==> src/rtl/expr_sweep_pkg.sv <==
// ============================================================================
// Module   : expr_sweep_pkg
// Brief    : Shared types and constants for the expression vector sweep
//            controller: FSM states, widths, LFSR/MISR taps and the operand
//            field layout of the vloghammer datapath.
// Revision : 1.0 - initial release
// ============================================================================
`default_nettype none

package expr_sweep_pkg;

    // Sweep sequencer states
    typedef enum logic [1:0] {
        IDLE  = 2'd0,
        RUN   = 2'd1,
        DRAIN = 2'd2,
        DONE  = 2'd3
    } sweep_state_t;

    // Operand generator width (a-bus plus b-bus) and datapath result width
    localparam int OP_W   = 60;
    localparam int HALF_W = OP_W / 2;
    localparam int Y_W    = 90;

    // Fibonacci LFSR feedback taps: bits 59 and 58
    localparam logic [OP_W-1:0] LFSR_TAPS = {2'b11, 58'd0};
    // All-zero locks the LFSR up, so this replaces a zero seed
    localparam logic [OP_W-1:0] LFSR_INIT = 60'h1;

    // MISR feedback taps: bits 89..86
    localparam logic [Y_W-1:0] MISR_TAPS = {4'b1111, 86'd0};

    // Operand field layout inside op_a / op_b (same packing for a and b)
    localparam int X0_LSB = 0;
    localparam int X0_W   = 4;
    localparam int X1_LSB = 4;
    localparam int X1_W   = 5;
    localparam int X2_LSB = 9;
    localparam int X2_W   = 6;
    localparam int X3_LSB = 15;
    localparam int X3_W   = 4;
    localparam int X4_LSB = 19;
    localparam int X4_W   = 5;
    localparam int X5_LSB = 24;
    localparam int X5_W   = 6;

    // One Fibonacci step of the operand LFSR
    function automatic logic [OP_W-1:0] lfsr_step(input logic [OP_W-1:0] cur);
        return {cur[OP_W-2:0], ^(cur & LFSR_TAPS)};
    endfunction

endpackage

`default_nettype wire

==> src/rtl/expr_sweep_misr.sv <==
// ============================================================================
// Module   : expr_sweep_misr
// Brief    : Multiple-input signature register. Shifts left with XOR feedback
//            from the TAPS mask and folds the data word in on every enabled
//            cycle. Clear has priority over enable.
// Revision : 1.0 - initial release
// ============================================================================
`default_nettype none

module expr_sweep_misr
    import expr_sweep_pkg::*;
#(
    parameter int               WIDTH = Y_W,
    parameter logic [WIDTH-1:0] TAPS  = MISR_TAPS
) (
    input  logic             clk,
    input  logic             reset,
    input  logic             clear,
    input  logic             enable,
    input  logic [WIDTH-1:0] data,
    output logic [WIDTH-1:0] sig
);

    logic [WIDTH-1:0] sig_q;
    logic             feedback;

    assign feedback = ^(sig_q & TAPS);

    // Signature register: clear wins, otherwise compress data when enabled
    always_ff @(posedge clk or posedge reset) begin
        if (reset) begin
            sig_q <= '0;
        end else if (clear) begin
            sig_q <= '0;
        end else if (enable) begin
            sig_q <= {sig_q[WIDTH-2:0], feedback} ^ data;
        end
    end

    assign sig = sig_q;

endmodule

`default_nettype wire

==> src/rtl/expr_vector_sweep_ctrl.sv <==
// ============================================================================
// Module   : expr_vector_sweep_ctrl
// Brief    : Sweep sequencer for one expression datapath. Issues NUM_VECTORS
//            LFSR-generated operand sets, tracks them through a DP_LAT-deep
//            valid pipe, compresses the returned results into a MISR and
//            reports pass/fail against the golden signature.
// Revision : 1.0 - initial release
// ============================================================================
`default_nettype none

module expr_vector_sweep_ctrl
    import expr_sweep_pkg::*;
#(
    parameter int NUM_VECTORS = 256,
    parameter int DP_LAT      = 0
) (
    input  logic              clk,
    input  logic              reset,
    input  logic              start,
    input  logic              abort,
    input  logic [OP_W-1:0]   seed,
    input  logic [Y_W-1:0]    expect_sig,
    output logic [HALF_W-1:0] op_a,
    output logic [HALF_W-1:0] op_b,
    input  logic [Y_W-1:0]    dp_y,
    output logic              busy,
    output logic              done,
    output logic              pass,
    output logic [Y_W-1:0]    signature
);

    // Count value held by the vector being issued when the sweep is complete
    localparam logic [15:0] LAST_COUNT = 16'(NUM_VECTORS - 1);

    sweep_state_t    state;
    sweep_state_t    state_next;
    logic [OP_W-1:0] lfsr;
    logic [15:0]     count;
    logic            issue;
    logic            retire;
    logic            pipe_drained;
    logic            accept_start;
    logic            misr_clear;
    logic            sig_match;
    logic            pass_q;
    logic [Y_W-1:0]  misr;

    // Next-state and per-cycle control; abort overrides everything
    always_comb begin
        state_next   = state;
        issue        = 1'b0;
        accept_start = 1'b0;
        misr_clear   = 1'b0;
        if (abort) begin
            state_next = IDLE;
            misr_clear = 1'b1;
        end else begin
            case (state)
                IDLE: begin
                    if (start) begin
                        state_next   = RUN;
                        accept_start = 1'b1;
                        misr_clear   = 1'b1;
                    end
                end
                RUN: begin
                    issue = 1'b1;
                    if (count == LAST_COUNT) begin
                        // Without datapath registers nothing is left in flight
                        state_next = (DP_LAT == 0) ? DONE : DRAIN;
                    end
                end
                DRAIN: begin
                    if (pipe_drained) begin
                        state_next = DONE;
                    end
                end
                DONE: begin
                    state_next = IDLE;
                end
                default: begin
                    state_next = IDLE;
                end
            endcase
        end
    end

    // State, operand LFSR and issue counter
    always_ff @(posedge clk or posedge reset) begin
        if (reset) begin
            state <= IDLE;
            lfsr  <= LFSR_INIT;
            count <= '0;
        end else begin
            state <= state_next;
            if (accept_start) begin
                lfsr  <= (seed == '0) ? LFSR_INIT : seed;
                count <= '0;
            end else if (issue) begin
                lfsr  <= lfsr_step(lfsr);
                count <= count + 16'd1;
            end
        end
    end

    // Valid pipe mirroring the datapath register stages
    if (DP_LAT == 0) begin : g_no_pipe
        assign retire       = issue;
        assign pipe_drained = 1'b1;
    end else begin : g_valid_pipe
        logic [DP_LAT-1:0] vpipe;
        logic [DP_LAT-1:0] vpipe_shift;

        assign vpipe_shift  = vpipe << 1;
        assign retire       = vpipe[DP_LAT-1];
        // Empty once the tail retires and nothing else follows it
        assign pipe_drained = (vpipe_shift == '0);

        // Issue flags enter at bit 0 and retire from the top bit
        always_ff @(posedge clk or posedge reset) begin
            if (reset) begin
                vpipe <= '0;
            end else if (abort) begin
                vpipe <= '0;
            end else begin
                vpipe <= vpipe_shift | DP_LAT'(issue);
            end
        end
    end

    expr_sweep_misr #(
        .WIDTH (Y_W),
        .TAPS  (MISR_TAPS)
    ) u_misr (
        .clk    (clk),
        .reset  (reset),
        .clear  (misr_clear),
        .enable (retire),
        .data   (dp_y),
        .sig    (misr)
    );

    assign sig_match = (misr == expect_sig);

    // Verdict captured in DONE and held until the next accepted start
    always_ff @(posedge clk or posedge reset) begin
        if (reset) begin
            pass_q <= 1'b0;
        end else if (accept_start) begin
            pass_q <= 1'b0;
        end else if (state == DONE) begin
            pass_q <= sig_match;
        end
    end

    assign op_a      = lfsr[OP_W-1:HALF_W];
    assign op_b      = lfsr[HALF_W-1:0];
    assign busy      = (state == RUN) || (state == DRAIN);
    assign done      = (state == DONE);
    assign pass      = (state == DONE) ? sig_match : pass_q;
    assign signature = misr;

endmodule

`default_nettype wire

==> config.mk <==
export PLATFORM = sky130hd
export DESIGN_NAME = expr_vector_sweep_ctrl
export DESIGN_NICKNAME = d
export VERILOG_FILES = /design/src/rtl/expr_sweep_pkg.sv /design/src/rtl/expr_sweep_misr.sv /design/src/rtl/expr_vector_sweep_ctrl.sv
export SDC_FILE = /design/constraint.sdc
export NUM_CORES = 1
export LEC_CHECK = 0
export CAP_MARGIN = 40
export CORE_ASPECT_RATIO = 0.5
export CORE_MARGIN = 2
export CORE_UTILIZATION = 39
export CTS_CLUSTER_SIZE = 8
export DETAILED_ROUTE_END_ITERATION = 8
export PLACE_DENSITY = 0.76
export SYNTH_ARGS = -nofsm -noshare
export SYNTH_HDL_FRONTEND = slang
export SYNTH_SLANG_ARGS = --single-unit
==> constraint.sdc <==
create_clock -name clk -period 5.1 [get_ports clk]
set_input_delay 0.51 -clock clk [delete_from_list [all_inputs] [get_ports clk]]
set_output_delay 0.51 -clock clk [all_outputs]
set_load 0.005 [all_outputs]
======== Word-level counts from Yosys, hierarchy flattened ========
Index checks and enable logic that the tools add are counted.
Widths: inputs -> output; s select.
word-level totals
  register bits after elaboration ......... 169
  input bits .............................. 244
  output and inout bits ................... 153
  word-level logic and storage cells ...... 41
cells by class
  add/subtract/negate cells ............... 1
  eq/ne operators ......................... 7
  mux-type cells .......................... 19
  bitwise gates (word level) .............. 1
  reductions and logical operators ........ 8
operator list
  operator               number
  $mux 60                3
  $mux 90                2
  $eq 90x90->1           1
  $reduce_xor 90->1      1
  $xor 90x90->90         1
  $logic_not 60->1       1
  $reduce_xor 60->1      1
  $mux 16                2
  $add 16x1->16 const B  1
  $eq 16x8->1 const B    1
  $mux 1                 8
  $pmux 2 s4             1
  $mux 2                 3
  $ne 3x3->1 const B     2
  $eq 2x2->1 const B     2
  $reduce_bool 2->1      2
  $eq 2x1->1 const B     1
  $logic_not 2->1        1
  $reduce_and 2->1       1
  $logic_or 1x1->1       1

======== Depth between registers and ports, before layout ========
  word-level depth ........................ 5
  gate-level depth with buffers ........... 10
  mapped depth without buffers ............ 8

======== Modules after synthesis ========
From an unflattened synthesis, not the netlist that was laid out.
second synthesis, totals
  cell total of the unflattened synthesis .. 1,003
  area total of the unflattened synthesis .. 9,389.0 sq um
modules (own cells, without submodules)
  module                  times used  cells an instance  area an instance (sq um)  seq. area each (sq um)
  expr_vector_sweep_ctrl  1           608                4,966.0                   1,978.1
  expr_sweep_misr         1           395                4,423.0                   2,252.2

======== Worst setup path after synthesis ========
OpenSTA, ideal clock, no wires.
  path kind ............................... input to output
  start ................................... in expect_sig[85]
  end ..................................... out pass
  arrival ................................. 1.623 ns
  required time ........................... 4.590 ns
  slack ................................... 2.967 ns
  stages .................................. 6
  buffers on the path ..................... 0
  cells stage by stage .................... inv_1 > o2bb2ai_1 > or4_4 > nor4_2 > nand3_1 > nand2_1
on the way
  word-level cells in the longest chain between the ends .. 2
RTL lines
  what             RTL line                       source
  start, declared  expr_vector_sweep_ctrl.sv:22   input logic [Y_W-1:0] expect_sig,
  $eq 90x90->1     expr_vector_sweep_ctrl.sv:143  assign sig_match = (misr == expect_sig);
  $mux 1           --
  end, declared    expr_vector_sweep_ctrl.sv:28   output logic pass,
No other way between the ends.

======== Final worst setup path ========
  start ................................... in expect_sig[44]
  end ..................................... out pass
Same word-level chain as after synthesis.

==> impl_metrics.env <==
export IMPL_gr_usage_all_layers_pct=26.31
export IMPL_worstSetupPathType="input port to output port"
export IMPL_avg_inst_size_synth_um2=9.661
export IMPL_post_place_ws_ns=1.478
export IMPL_drive_gt1_share_pct=4.494
export IMPL_synth_cells_most_frequent="sky130_fd_sc_hd__dfrtp_1, sky130_fd_sc_hd__xnor2_1, sky130_fd_sc_hd__nand2_1"
export IMPL_yosys_cell_count_top_type="sky130_fd_sc_hd__dfrtp_1"
export IMPL_powerDensity_nw_per_um2=455.2
export IMPL_worstSetupStartpointType="input port"
export IMPL_post_cts_resized=0
export IMPL_slew_limit_headroom_pct=43.27
export IMPL_setup_viol_count_final=0
export IMPL_stdcell_area_um2=14090
export IMPL_layout_worst_path_cycle_share_pct=70.75
export IMPL_initial_utilization_pct=39.89
export IMPL_num_fill_cells=1914
export IMPL_grt_max_degree=91
export IMPL_clock_tree_from_tritoncts="built"
export IMPL_run_status="complete, no violations"
export IMPL_antenna_found_initial=4
export IMPL_route_antenna_remaining_nets=0
export IMPL_violation_count_after_the_first_detailed_route_iteration=617
export IMPL_clockRootBuffer="sky130_fd_sc_hd__clkbuf_16"
export IMPL_max_vdd_ir_drop_uv=244.2
export IMPL_synth_edff_count=0
export IMPL_finish_utilization_pct=61.55
export IMPL_number_of_nets_in_the_synthesized_netlist=1193
export IMPL_die_h_um=112.2
export IMPL_post_dp_cell_area_um2=13470
export IMPL_core_region_area_um2=22890
export IMPL_yosys_top_cells_area="sky130_fd_sc_hd__dfrtp_1, sky130_fd_sc_hd__xnor2_1, sky130_fd_sc_hd__mux2i_1"
export IMPL_cap_violations=0
export IMPL_clock_sinks=169
export IMPL_critical_path_peak_fanout=2
export IMPL_routed_wire_length_per_instance_um=19.76
export IMPL_synth_top_flop_cell="sky130_fd_sc_hd__dfrtp_1"
export IMPL_timing_critical_path_required_ns=4.59
export IMPL_finClkSkew_ns=0.009129
export IMPL_cpPeakStageDelay_ns=0.54
export IMPL_slew_viol_final=0
export IMPL_p_leak_uw=0.005433
export IMPL_drt_vias_per_instance=5.170
export IMPL_timing_final_ws_setup_ns=1.492
export IMPL_grt_pass1_wl_um=49110
export IMPL_yosys_warnings=0
export IMPL_ys_seq_elements=169
export IMPL_area_delta_synth_final_pct=54.30
export IMPL_clockBufferDepth=2
export IMPL_mappedNetlistArea_um2=9130
export IMPL_rows=39
export IMPL_cts_hold_buf=0
export IMPL_hold_path_class="input port to async pin"
export IMPL_synth_largest_area_cell="sky130_fd_sc_hd__dfrtp_1"
export IMPL_yosysTopAreaCellShare_pct=46.05
export IMPL_dp_hpwl_um=25380
export IMPL_critical_path_top_delay_family="simple AND/OR/NAND/NOR gates"
export IMPL_ys_types=41
export IMPL_rr_startpoint="state[1]"
export IMPL_quantity_of_i_o_buffers_inserted_on_ports=396
export IMPL_final_setup_tns_ns=0
export IMPL_worstPathCellList="clkdlybuf4s50_1 > xnor2_1 > nand4_1 > nor4_1 > and4_1 > nand3_1 > nand2_1 > clkdlybuf4s50_1"
export IMPL_grt_overflow_total=0
export IMPL_setup_repair_after_global_routing_missed_its_margin="no"
export IMPL_worstSetupEndpointType="output port"
export IMPL_finalHoldViolCount=0
export IMPL_fmax_mhz=277.2
export IMPL_critical_path_n_buffers_inverters=2
export IMPL_place_gp_congestion=0.9566
export IMPL_cts_made_buffers=17
export IMPL_final_nets=1571
export IMPL_worst_slew_pin_slew_ns=0.8509
export IMPL_slowest_stage="sky130_fd_sc_hd__nor4_1"
export IMPL_floorplan_die_area_um2=24720
export IMPL_arrival_ns=3.10
export IMPL_critical_path_most_common_cell="sky130_fd_sc_hd__clkdlybuf4s50_1"
export IMPL_postSynthCellCount=945
export IMPL_grt_pass1_vias=8498
export IMPL_top_level_ports=397
export IMPL_htree_levels=4
export IMPL_fin_crit_ns=3.608
export IMPL_detailedRoute_firstPassIterationCount=5
export IMPL_fin_hold_ws_ns=0.3221
export IMPL_fp_dieW_um=220.4
export IMPL_clk_insertion_delay_late_ns=0.43
export IMPL_postRouteWirelength_um=32520
export IMPL_clkSlewWorstSetupHoldPaths_ns=0.07
export IMPL_postSynth_asyncResetShare_pct=100.0
export IMPL_post_cts_setup_buffer_count=0
export IMPL_drc_errors=0
export IMPL_setup_worst_path_start="expect_sig[44]"
export IMPL_num_vias=8510
export IMPL_fraction_of_the_yosys_area_taken_by_sequential_cells_pct=46.33
final timing paths:
path / endpoint / slack [ns] / cells after the start
max: pass / 1.49 / 8
min in group clk: state[1] / 0.53 / 2
min: u_misr.sig[43] / 0.32 / 2
max in group asynchronous: u_misr.sig[17] / 3.60 / 4
min reg2reg: state[1] / 0.53 / 2
max reg2reg: u_misr.sig[83] / 2.91 / 7
layout by cell type (no fill, tap or decap), types with 3 or more instances in the layout:
cell,Yosys,routed
sky130_fd_sc_hd__inv_6,0,3
sky130_fd_sc_hd__clkbuf_8,0,3
sky130_fd_sc_hd__xor2_1,39,39
sky130_fd_sc_hd__buf_12,0,3
sky130_fd_sc_hd__nand3_1,10,10
sky130_fd_sc_hd__clkbuf_16,0,17
sky130_fd_sc_hd__nor4_1,28,28
sky130_fd_sc_hd__bufinv_16,0,3
sky130_fd_sc_hd__mux2i_1,59,59
sky130_fd_sc_hd__ha_1,4,3
sky130_fd_sc_hd__a211oi_1,42,42
sky130_fd_sc_hd__inv_1,30,29
sky130_fd_sc_hd__clkinvlp_4,0,3
sky130_fd_sc_hd__xnor2_1,122,122
sky130_fd_sc_hd__o22ai_1,8,8
sky130_fd_sc_hd__nand2b_1,17,16
sky130_fd_sc_hd__clkdlybuf4s50_1,0,396
sky130_fd_sc_hd__buf_4,4,7
sky130_fd_sc_hd__nand2_1,118,118
sky130_fd_sc_hd__diode_2,0,4
sky130_fd_sc_hd__o21ai_1,56,56
sky130_fd_sc_hd__a21oi_1,5,5
sky130_fd_sc_hd__nand4_1,19,19
sky130_fd_sc_hd__nor2_1,60,59
sky130_fd_sc_hd__dfrtp_1,168,168
sky130_fd_sc_hd__a2111oi_2,3,3
sky130_fd_sc_hd__o21ai_0,57,57
sky130_fd_sc_hd__nor2b_1,21,20
stage by stage:
step / total power (uW) / std cells
global placement: 4970 / 1607
CTS: 6452 / 1642
global route: 6790 / 1642
floorplan: 3504 / 945
finish: 6413 / 1646
detailed placement: 5064 / 1611
metal layers:
| layer | vias to the layer above | part of all wire (%) | global-route usage (%) |
|---|---|---|---|
| met2 | 288 | 49 | 44.87 |
| met4 | 2 | 3.4 | 11.19 |
| met5 | - | 0.058 | 0 |
| li1 | 4027 | - | - |
| met1 | 4125 | 41 | 32.31 |
| met3 | 68 | 6.2 | 5.691 |
flip-flops by register name, summed over array words and instances (netlist names):
register,cells
count,16
u_misr.sig,90
pass_q,1
lfsr,60
state,2
cell type report:
cell class / count / area (um^2) / area share [%]
multi-input combinational: 695 / 4596 / 32.62
sequential: 169 / 4230 / 30.03
timing repair buffer: 408 / 4131 / 29.33
clock buffer: 21 / 470.5 / 3.340
tap: 307 / 384.1 / 2.727
clock inverter: 10 / 140.1 / 0.9948
inverter: 32 / 125.1 / 0.8882
antenna: 4 / 10.01 / 0.07105
power by group:
part / internal, uW / switching, uW
Clock: 809 / 554
Combinational: 1550 / 1160
Sequential: 1780 / 561
cells by family (layout without fill, tap and decap cells):
family,Yosys count,after routing,synth area share [%]
DFF,169,169,46.33
and+or+nand+nor,284,284,15.02
other,0,4,0
buffers and inverters,81,471,3.604
xor gates and xnor gates,161,161,15.44
muxes,59,59,6.468
adders and majority gates,4,4,0.5482
AOI/OAI and AO/OA,187,187,12.58
(Power assumes the default switching activity.)
